===== src/rtl/snake_input_sequencer.sv =====
// ============================================================================
// Module   : snake_input_sequencer
// Purpose  : Game-side key sequencer: edge detect, game-mode FSM, step tick
//            and a direction command queue committed one entry per step.
// Options  : INPUT_SYNC_EN - two-flop synchronisers ahead of edge detection
// Revision : 1.0 - initial release
// ============================================================================
`default_nettype none

module snake_input_sequencer #(
    parameter int QUEUE_DEPTH = 4,
    parameter int TICK_DIV    = 2500000,
    parameter int DROP_W      = 8
) (
    input  logic                          CLK,
    input  logic                          RESET,
    input  logic                          KEY_UP,
    input  logic                          KEY_DOWN,
    input  logic                          KEY_LEFT,
    input  logic                          KEY_RIGHT,
    input  logic                          KEY_S,
    input  logic                          KEY_P,
    input  logic                          KEY_R,
    input  logic                          KEY_ESC,
    input  logic                          COLLIDE,
    output logic                          GAME_TICK,
    output logic [1:0]                    SNDIR,
    output logic [2:0]                    GAME_STATE,
    output logic [$clog2(QUEUE_DEPTH):0]  QUEUE_COUNT,
    output logic [DROP_W-1:0]             DROP_COUNT
);

    localparam int c_PTR_W = $clog2(QUEUE_DEPTH);
    localparam int c_CNT_W = c_PTR_W + 1;
    localparam int c_TCK_W = $clog2(TICK_DIV);
    localparam logic [c_TCK_W-1:0] c_TICK_LAST = c_TCK_W'(TICK_DIV - 1);
    localparam logic [c_CNT_W-1:0] c_FULL      = c_CNT_W'(QUEUE_DEPTH);

    typedef enum logic [2:0] {
        S_IDLE  = 3'b000,
        S_RUN   = 3'b001,
        S_PAUSE = 3'b010,
        S_OVER  = 3'b100
    } state_t;

    // Input bit order: {COLLIDE, ESC, R, P, S, RIGHT, LEFT, DOWN, UP}
    logic [8:0] w_raw;
    logic [8:0] w_in;

    assign w_raw = {COLLIDE, KEY_ESC, KEY_R, KEY_P, KEY_S,
                    KEY_RIGHT, KEY_LEFT, KEY_DOWN, KEY_UP};

`ifdef INPUT_SYNC_EN
    logic [8:0] sync1_q;
    logic [8:0] sync2_q;

    always_ff @(posedge CLK) begin
        if (RESET) begin
            sync1_q <= '0;
            sync2_q <= '0;
        end else begin
            sync1_q <= w_raw;
            sync2_q <= sync1_q;
        end
    end

    assign w_in = sync2_q;
`else
    assign w_in = w_raw;
`endif

    logic [7:0] key_prev_q;
    logic [7:0] w_ev;
    logic       w_collide;

    always_ff @(posedge CLK) begin
        if (RESET) begin
            key_prev_q <= '0;
        end else begin
            key_prev_q <= w_in[7:0];
        end
    end

    assign w_ev      = w_in[7:0] & ~key_prev_q;
    assign w_collide = w_in[8];

    logic w_ev_s;
    logic w_ev_p;
    logic w_ev_r;
    logic w_ev_esc;

    assign w_ev_s   = w_ev[4];
    assign w_ev_p   = w_ev[5];
    assign w_ev_r   = w_ev[6];
    assign w_ev_esc = w_ev[7];

    state_t state_q;
    state_t state_d;

    always_ff @(posedge CLK) begin
        if (RESET) begin
            state_q <= S_IDLE;
        end else begin
            state_q <= state_d;
        end
    end

    always_comb begin
        state_d = state_q;
        if (w_ev_esc) begin
            state_d = S_IDLE;
        end else if (w_ev_r && (state_q != S_IDLE)) begin
            state_d = S_RUN;
        end else if (w_collide && (state_q == S_RUN)) begin
            state_d = S_OVER;
        end else begin
            case (state_q)
                S_IDLE:  if (w_ev_s) state_d = S_RUN;
                S_RUN:   if (w_ev_p) state_d = S_PAUSE;
                S_PAUSE: if (w_ev_p) state_d = S_RUN;
                default: state_d = state_q;
            endcase
        end
    end

    // A restart or abort empties the queue and blocks this cycle's push/pop.
    logic w_restart;
    logic w_start;
    logic w_flush;
    logic w_act;
    logic w_tick;

    assign w_restart = ~w_ev_esc & w_ev_r & (state_q != S_IDLE);
    assign w_start   = ~w_ev_esc & w_ev_s & (state_q == S_IDLE);
    assign w_flush   = w_ev_esc | w_restart;
    assign w_act     = (state_q == S_RUN) & ~w_flush;

    logic [c_TCK_W-1:0] tick_cnt_q;
    logic [c_TCK_W-1:0] tick_cnt_d;

    assign w_tick    = (state_q == S_RUN) && (tick_cnt_q == c_TICK_LAST);
    assign GAME_TICK = w_tick;

    always_comb begin
        tick_cnt_d = tick_cnt_q;
        if (w_flush) begin
            tick_cnt_d = '0;
        end else begin
            case (state_q)
                S_RUN:   tick_cnt_d = w_tick ? '0 : tick_cnt_q + c_TCK_W'(1);
                S_PAUSE: tick_cnt_d = tick_cnt_q;
                default: tick_cnt_d = '0;
            endcase
        end
    end

    always_ff @(posedge CLK) begin
        if (RESET) begin
            tick_cnt_q <= '0;
        end else begin
            tick_cnt_q <= tick_cnt_d;
        end
    end

    logic [1:0]         mem_q [QUEUE_DEPTH];
    logic [c_PTR_W-1:0] wr_ptr_q;
    logic [c_PTR_W-1:0] rd_ptr_q;
    logic [c_CNT_W-1:0] count_q;
    logic [1:0]         sndir_q;
    logic [1:0]         sndir_d;
    logic [DROP_W-1:0]  drop_q;

    logic [1:0] w_cand;
    logic [1:0] w_ref;
    logic       w_dir_any;
    logic       w_full;
    logic       w_pop;
    logic       w_push;
    logic       w_drop;

    always_comb begin
        w_cand = 2'b11;
        if (w_ev[0]) begin
            w_cand = 2'b00;
        end else if (w_ev[1]) begin
            w_cand = 2'b01;
        end else if (w_ev[2]) begin
            w_cand = 2'b10;
        end
    end

    assign w_dir_any = |w_ev[3:0];
    assign w_full    = (count_q == c_FULL);
    assign w_ref     = (count_q != '0) ? mem_q[wr_ptr_q - c_PTR_W'(1)] : sndir_q;
    assign w_pop     = w_act & w_tick & (count_q != '0);
    // Same or opposite direction shares bit 1 (vertical vs horizontal axis).
    assign w_push    = w_act & w_dir_any & (w_cand[1] != w_ref[1]) & (~w_full | w_pop);
    assign w_drop    = w_act & w_dir_any & ~w_push;

    always_ff @(posedge CLK) begin
        if (w_push) begin
            mem_q[wr_ptr_q] <= w_cand;
        end
    end

    always_ff @(posedge CLK) begin
        if (RESET || w_flush) begin
            wr_ptr_q <= '0;
            rd_ptr_q <= '0;
            count_q  <= '0;
        end else begin
            if (w_push) begin
                wr_ptr_q <= wr_ptr_q + c_PTR_W'(1);
            end
            if (w_pop) begin
                rd_ptr_q <= rd_ptr_q + c_PTR_W'(1);
            end
            case ({w_push, w_pop})
                2'b10:   count_q <= count_q + c_CNT_W'(1);
                2'b01:   count_q <= count_q - c_CNT_W'(1);
                default: count_q <= count_q;
            endcase
        end
    end

    always_comb begin
        sndir_d = sndir_q;
        if (w_restart || w_start) begin
            sndir_d = 2'b11;
        end else if (w_pop) begin
            sndir_d = mem_q[rd_ptr_q];
        end
    end

    always_ff @(posedge CLK) begin
        if (RESET) begin
            sndir_q <= 2'b11;
            drop_q  <= '0;
        end else begin
            sndir_q <= sndir_d;
            if (w_drop && (drop_q != '1)) begin
                drop_q <= drop_q + DROP_W'(1);
            end
        end
    end

    assign SNDIR       = sndir_q;
    assign GAME_STATE  = state_q;
    assign QUEUE_COUNT = count_q;
    assign DROP_COUNT  = drop_q;

endmodule

`default_nettype wire

===== config.mk =====
export PLATFORM = sky130hd
export DESIGN_NAME = snake_input_sequencer
export DESIGN_NICKNAME = d
export VERILOG_FILES = /design/src/rtl/snake_input_sequencer.sv
export SDC_FILE = /design/constraint.sdc
export NUM_CORES = 1
export LEC_CHECK = 0
export ABC_CLOCK_PERIOD_IN_PS = 2500
export CAP_MARGIN = 15
export CORE_UTILIZATION = 51
export DETAILED_ROUTE_END_ITERATION = 7
export PLACE_DENSITY = 0.79
export SETUP_SLACK_MARGIN = 0.3
export SLEW_MARGIN = 10
export SYNTH_ARGS = -nofsm -noshare
export SYNTH_HDL_FRONTEND = slang
export SYNTH_SLANG_ARGS = --single-unit

===== constraint.sdc =====
create_clock -name CLK -period 2.5 [get_ports CLK]
set_input_delay 0.375 -clock CLK [delete_from_list [all_inputs] [get_ports CLK]]
set_output_delay 0.375 -clock CLK [all_outputs]
set_load 0.05 [all_outputs]

==> summary.md, run 1 <==
| Metric | Value |
|---|---|
| Req. time, crit path | `between 2 and 3 ns` |
| Synth Area in XOR/XNOR | `0.0148` |
| Mux cell area share after synthesis | `0.0504` |
| Most common cell in the netlist | `dfxtp_1` |
| Fmax achieved | `roughly 0.37 GHz` |
| Tot Pwr | `about 2.2 mW` |
| Clk root buf | `clkbuf_8` |
| Top cells by instance count after synthesis | `50 x dfxtp_1, 34 x nor2_1, 32 x a21oi_1` |
| Async S/R FF share, synth | `0` |
| P_sw | `0.607 mW` |
| GP Congestion | `0.821` |
| # clock sinks | `58` |
| Met2 WL | `about 4800 um` |
| First-pass GRT wire length | `12500 um` |
| Ys flop type | `dfxtp_1` |
| Post-synth EDFFs | `8` |
| Fin nets | `434` |
| Setup crit start kind | `flop` |
| Max_cap viols | `0` |
| Fin crit share | `1.09` |
| Compound-Gate Fraction of Synth Area | `0.178` |
| Initial antenna violation count | `0` |
| Cells after synthesis | `330` |
| Area taken by multi-input logic gates | `about 2100 um2` |
| Leakage power | `between 1.5 and 2 nW` |
| Worst-skew pair later-pin latency | `0.36 ns` |
| Synth area leaders | `dfxtp_1 34%, edfxtp_1 8.1%, a21oi_1 5.4%, nor2_1 4.3%, nand2_1 2.8%` |
| Core Box Area | `around 5500 um2` |
| Arr. time, crit path | `2.98 ns` |
| Remaining DRCs | `0` |
| Worst-path clk slew | `0.08 ns` |
| Fin. Hold Viols | `0` |
| WL met1 | `4010 um` |
| WL final | `10400 um` |
| Worst hold path class | `reg2reg` |
| TritonCTS clock tree | `yes` |
| Longest Clk Path Bufs | `2` |
| Reg power frac | `0.443` |
| Drt first pass iters | `5` |
| Layout cells sized above 1 | `0.411` |
| DRT iter0 DRCs | `311` |
| Largest net degree at the start of global routing | `25` |
| Avg Vias per Cell | `6.51` |
| WHS | `slightly above 0.5 ns` |
| GR Overflow Total | `0` |
| Setup slack after layout | `-0.213 ns` |
| Fillers | `~290` |
| Met3 wire len | `between 900 and 1000 um` |
| Failing checks | `negative setup slack` |
| Synth Area per Inst | `between 8 and 9 um2` |
| Adder-cell area share of the yosys netlist | `0.0322` |
| Site row count | `27` |
| P per Cell Area | `about 480 nW/um2` |
| Yosys cell types | `56` |
| Transition time of the tightest slew-check pin | `about 0.91 ns` |
| #FFs+latches synth | `58` |
| Total GRT Usage | `0.265` |
| Port buffer count | `27` |
| Mapped Nets | `~350` |
| Final setup viols | `11` |
| Via count | `between 3000 and 4000` |
| Outcome | `finished, violations left` |
| DRT antenna net count | `0` |
| CTS Buf Count | `9` |
| Clock Skew | `0.0125 ns` |
| Die area | `slightly above 6000 um2` |
| Fin. max-slew vios | `0` |
| I/O pin count | `28` |
| Crit path time final | `between 2 and 3 ns` |
| Share of the synthesized area in the top cell type | `0.339` |
| Uppermost layer routed | `met4` |
| Rel. slew slack | `0.389` |
| Initial Utilization | `0.533` |
| Netlist Area Pre-Place | `slightly below 3000 um2` |
| Register area | `1260 um2` |
| Avg WL per Cell | `between 20 and 25 um` |
| Die H | `between 70 and 80 um` |
| Synth warn | `0` |
| Kind of critical path | `reg2reg` |
| Internal | `1.57 mW` |
| CP max FO | `6` |
| Switching part of the total power | `0.280` |
| Finished Core Util | `0.814` |
| Hpwl dp | `4900 um` |
| Die span in x | `78.1 um` |
| Largest family of logic cells by synthesized area | `simple AND/OR/NAND/NOR gates` |
| Vias in the first global route | `approximately 2700` |
| CP Capture Type | `flop` |
| H-Tree Depth | `3` |
| Sequential fraction of the synthesis area | `0.421` |
| VDD IR max | `between 300 and 400 uV` |
| Clk network pwr share | `0.397` |
| Synth Area in Simple Gates | `0.269` |
| Layout area overhead | `52.8%` |
| Yosys top cell by area | `dfxtp_1` |
| RSZ-0062 raised after global routing | `true` |
| ANT cells | `0` |
| Comb power frac | `0.161` |
[cell usage in the layout (no fill, tap or decap), types with 6 or more instances in the layout]
cell type / synthesis / final
a21oi_2: 0 / 12
edfxtp_1: 8 / 8
nand2_1: 22 / 20
nor2b_1: 13 / 13
nand3_1: 13 / 10
clkbuf_8: 0 / 9
or4_4: 2 / 6
buf_4: 1 / 45
nor2_1: 34 / 29
buf_6: 0 / 12
a21oi_1: 32 / 20
dfxtp_1: 50 / 42
inv_1: 12 / 9
clkdlybuf4s50_1: 0 / 26
[power groups by stage]
stage	combinational, mW	clock, mW	sequential, mW
after detailed placement	0.226	0	0.989
final	0.349	0.862	0.962
after global placement	0.220	0	0.988
after CTS	0.253	0.846	0.962
after floorplan	0.131	0	0.997
after global routing	0.363	0.898	0.963
[registers in the layout (all words and copies together), names as in the netlist]
name and cells:
QUEUE_COUNT 3, rd_ptr_q 2, GAME_STATE 3, DROP_COUNT 8, mem_q 8, SNDIR 2, tick_cnt_q 22, key_prev_q 8
wr_ptr_q 2
[timing repair]
action | CTS | global route
hold buffers | 0 | 0
setup endpoints to repair | 27 | 37
gates cloned | 0 | 4
pin swaps | 8 | 53
resized for setup | 27 | 77
buffers inserted | 8 | 8
endpoints found under the hold margin | 0 | 0
[cell families after synthesis]
logic type                 after synthesis
AOI/OAI and AO/OA                       83
buffers and inverters                   25
adders and majority gates                7
muxes                                   11
xor gates and xnor gates                 5
DFF                                     58
and+or+nand+nor                        141
[per-layer routing]
metal / vias up / global-route usage
li1: 1401 / -
met1: 1511 / 0.336
met2: 219 / 0.430
met3: 76 / 0.0477
met4: 0 / 0.141
met5: - / 0
[layout make-up]
type / count / share of cell area
clock buffers: 10 / 0.0283
clock inverters: 6 / 0.0128
inverters: 12 / 0.0105
repair buffers: 87 / 0.183
multi-input cells: 248 / 0.466
well taps: 72 / 0.0200
flip-flops and latches: 58 / 0.280
[final timing paths]
kind | from | end | slack, ns | cells past startpoint
worst min-delay path | SNDIR[0] | SNDIR[0] | 0.51 | 2
worst min register to register | SNDIR[0] | SNDIR[0] | 0.51 | 2
worst max-delay path | tick_cnt_q[11] | QUEUE_COUNT[2] | -0.21 | 10
worst max register to register | tick_cnt_q[11] | QUEUE_COUNT[2] | -0.21 | 10
[critical path, cell delays in order, from the launching register on]
cell	delay [ns]
dfxtp_1	0.42
nor4b_2	0.44
and4_1	0.30
nand4_1	0.20
nor2_1	0.21
nand2_1	0.10
fa_2	0.37
inv_2	0.08
a2111oi_4	0.04
a21oi_2	0.21
mux2i_1	0.25
[through the flow]
stage	setup TNS (ns)	cell area [um2]	worst slack, ns	cells
final	-0.518	4510	-0.213	493
after global routing	-0.937	4510	-0.268	493
after CTS	0	4030	0.101	481
after detailed placement	-2.18	3670	-0.205	457
after global placement	-0.981	3670	-0.117	457
after floorplan	0	3050	0.0420	330
Power figures use the tool's default switching activity.
==> run 2: changes to the inputs <==
--- a/config.mk
+++ b/config.mk
@@ -5,11 +5,11 @@
 export SDC_FILE = /design/constraint.sdc
 export NUM_CORES = 1
 export LEC_CHECK = 0
-export ABC_CLOCK_PERIOD_IN_PS = 2500
 export CAP_MARGIN = 15
 export CORE_UTILIZATION = 51
 export DETAILED_ROUTE_END_ITERATION = 7
 export PLACE_DENSITY = 0.79
+export REMOVE_ABC_BUFFERS = 1
 export SETUP_SLACK_MARGIN = 0.3
 export SLEW_MARGIN = 10
 export SYNTH_ARGS = -nofsm -noshare
==> summary.md, run 2 (same netlist as run 1, synthesis figures left out) <==
| Metric | Value |
|---|---|
| Transition time of the tightest slew-check pin | `roughly 0.83 ns` |
| Critical path origin | `tick_cnt_q[19]` |
| Max_cap viols | `0` |
| TritonCTS clock tree | `yes` |
| Longest Clk Path Bufs | `2` |
| GRT busiest layer | `met2` |
| Clock Skew | `0.00773 ns` |
| Worst-skew pair later-pin latency | `between 0.3 and 0.4 ns` |
| M1 GR Usage | `0.314` |
| Final setup viols | `0` |
| Die H | `78.1 um` |
| Site row count | `27` |
| Port buffer count | `27` |
| Worst hold path class | `reg2reg` |
| Setup slack after layout | `approximately 0.026 ns` |
| Max reg flops | `22` |
| Fin crit share | `0.990` |
| P_sw | `0.622 mW` |
| Die area | `approximately 6100 um2` |
| Fmax achieved | `0.404 GHz` |
| Reg power frac | `0.413` |
| Total GRT Usage | `0.279` |
| Die span in x | `roughly 78 um` |
| Tot Pwr | `around 2.3 mW` |
| Fin nets | `437` |
| Crit path time final | `~2.5 ns` |
| # clock sinks | `just under 60` |
| Clk network pwr share | `0.427` |
| Initial antenna violation count | `0` |
| Fin area | `about 4500 um2` |
| Worst R2R Start | `tick_cnt_q[19]` |
| Biggest register | `tick_cnt_q` |
| Fin. max-slew vios | `0` |
| WL final | `9350 um` |
| Met3 Use GR | `0.0802` |
| First-pass GRT wire length | `about 13000 um` |
| Outcome | `finished, final reports clean` |
| Drt first pass iters | `4` |
| Vias in the first global route | `about 2900` |
| Core Box Area | `between 5000 and 6000 um2` |
| CP max FO | `6` |
| I/O pin count | `28` |
| GR Overflow Total | `0` |
| Clk root buf | `clkbuf_8` |
| Largest net degree at the start of global routing | `18` |
| R2r setup slk | `0.03 ns` |
| Placed cell areas | `around 3600 um2` |
| ANT cells | `0` |
| Hold Buf Count CTS | `0` |
| CP Capture Type | `flop` |
| Remaining DRCs | `0` |
| FF-to-FF End | `tick_cnt_q[19]` |
| Internal | `1.71 mW` |
| CTS Buf Count | `9` |
| GP Congestion | `between 0.8 and 0.9` |
| Switching part of the total power | `0.267` |
| Comb power frac | `0.160` |
| Setup crit start kind | `flop` |
| VDD IR max | `around 490 uV` |
| Fillers | `between 300 and 400` |
| Layout area overhead | `53.6%` |
| CP endpoint | `tick_cnt_q[19]` |
| Highest-count cells in the layout ignoring fill and taps | `42 x buf_4, 41 x dfxtp_1, 30 x nor2_1` |
| Fin. Hold Viols | `0` |
| DRT iter0 DRCs | `197` |
| Initial Utilization | `0.533` |
| Via count | `between 3000 and 4000` |
| P per Cell Area | `slightly above 500 nW/um2` |
| R2R depth | `9` |
| Req. time, crit path | `2.73 ns` |
| Pre-CTS setup slack | `-0.198 ns` |
| Layout cells sized above 1 | `0.406` |
| Worst-path clk slew | `around 0.070 ns` |
| Hpwl dp | `4690 um` |
| Leakage power | `about 1.6 nW` |
| Kind of critical path | `reg2reg` |
| M2 GR Usage | `0.495` |
| Commonest non-fill, non-tap cell in the layout | `buf_4` |
| Avg Vias per Cell | `6.07` |
| Avg WL per Cell | `~19 um` |
| Arr. time, crit path | `approximately 2.7 ns` |
| Rel. slew slack | `0.443` |
| H-Tree Depth | `3` |
| DRT antenna net count | `0` |
| RSZ-0062 raised after global routing | `true` |
run 2: layout make-up:
class | instances | area, um2 | area share
clock buffers | 9 | 124 | 0.0273
clock inverters | 7 | 101 | 0.0224
well taps | 72 | 90.1 | 0.0199
inverters | 12 | 45.0 | 0.00994
repair buffers | 91 | 906 | 0.200
multi-input cells | 247 | 2010 | 0.444
flip-flops and latches | 58 | 1250 | 0.277
run 2: per-stage QoR:
step,cells,hold slack [ns],setup TNS [ns],utilization
2_1_floorplan,317,0.444,-6.79,-
3_3_place_gp,453,0.461,-0.387,0.641
3_5_place_dp,453,0.472,-0.916,0.641
4_1_cts,489,0.492,0,0.759
5_1_grt,496,0.521,-0.0808,0.818
6_report,496,0.489,0,0.818
run 2: worst min-delay path by stage:
| stage | start | endpoint | slack [ns] | depth (start not counted) |
|---|---|---|---|---|
| final | SNDIR[0] | SNDIR[0] | 0.49 | 2 |
| after global routing | SNDIR[0] | SNDIR[0] | 0.52 | 2 |
| after CTS | SNDIR[0] | SNDIR[0] | 0.49 | 2 |
| after detailed placement | tick_cnt_q[21] | tick_cnt_q[21] | 0.47 | 1 |
| after global placement | tick_cnt_q[21] | tick_cnt_q[21] | 0.46 | 1 |
| after floorplan | RESET | DROP_COUNT[0] | 0.44 | 1 |
run 2: layer usage:
layer	routed length [um]	vias up
li1	-	1396
met1	3490	1473
met2	4960	108
met3	553	35
met4	339	0
met5	0	-
run 2: critical path, stage by stage (launching register included):
cell and delay (ns):
dfxtp_2 0.34, or4_4 0.57, or4_4 0.59, o21ai_4 0.21, buf_6 0.13, buf_6 0.10
buf_16 0.12, a31oi_4 0.03, o21ai_1 0.16, a21oi_1 0.11
run 2: power by group through the flow:
stage / clock [mW] / sequential [mW] / combinational, mW
after detailed placement: 0 / 0.984 / 0.223
after CTS: 1.00 / 0.963 / 0.326
final: 0.997 / 0.963 / 0.374
after global placement: 0 / 0.984 / 0.218
after floorplan: 0 / 1.00 / 0.108
after global routing: 1.05 / 0.964 / 0.394
run 2: timing repair:
action,4_1_cts,5_1_grt
gates cloned,5,0
buffers inserted,15,7
gates resized for setup,54,62
setup endpoints to repair,42,45
pin swaps,43,42
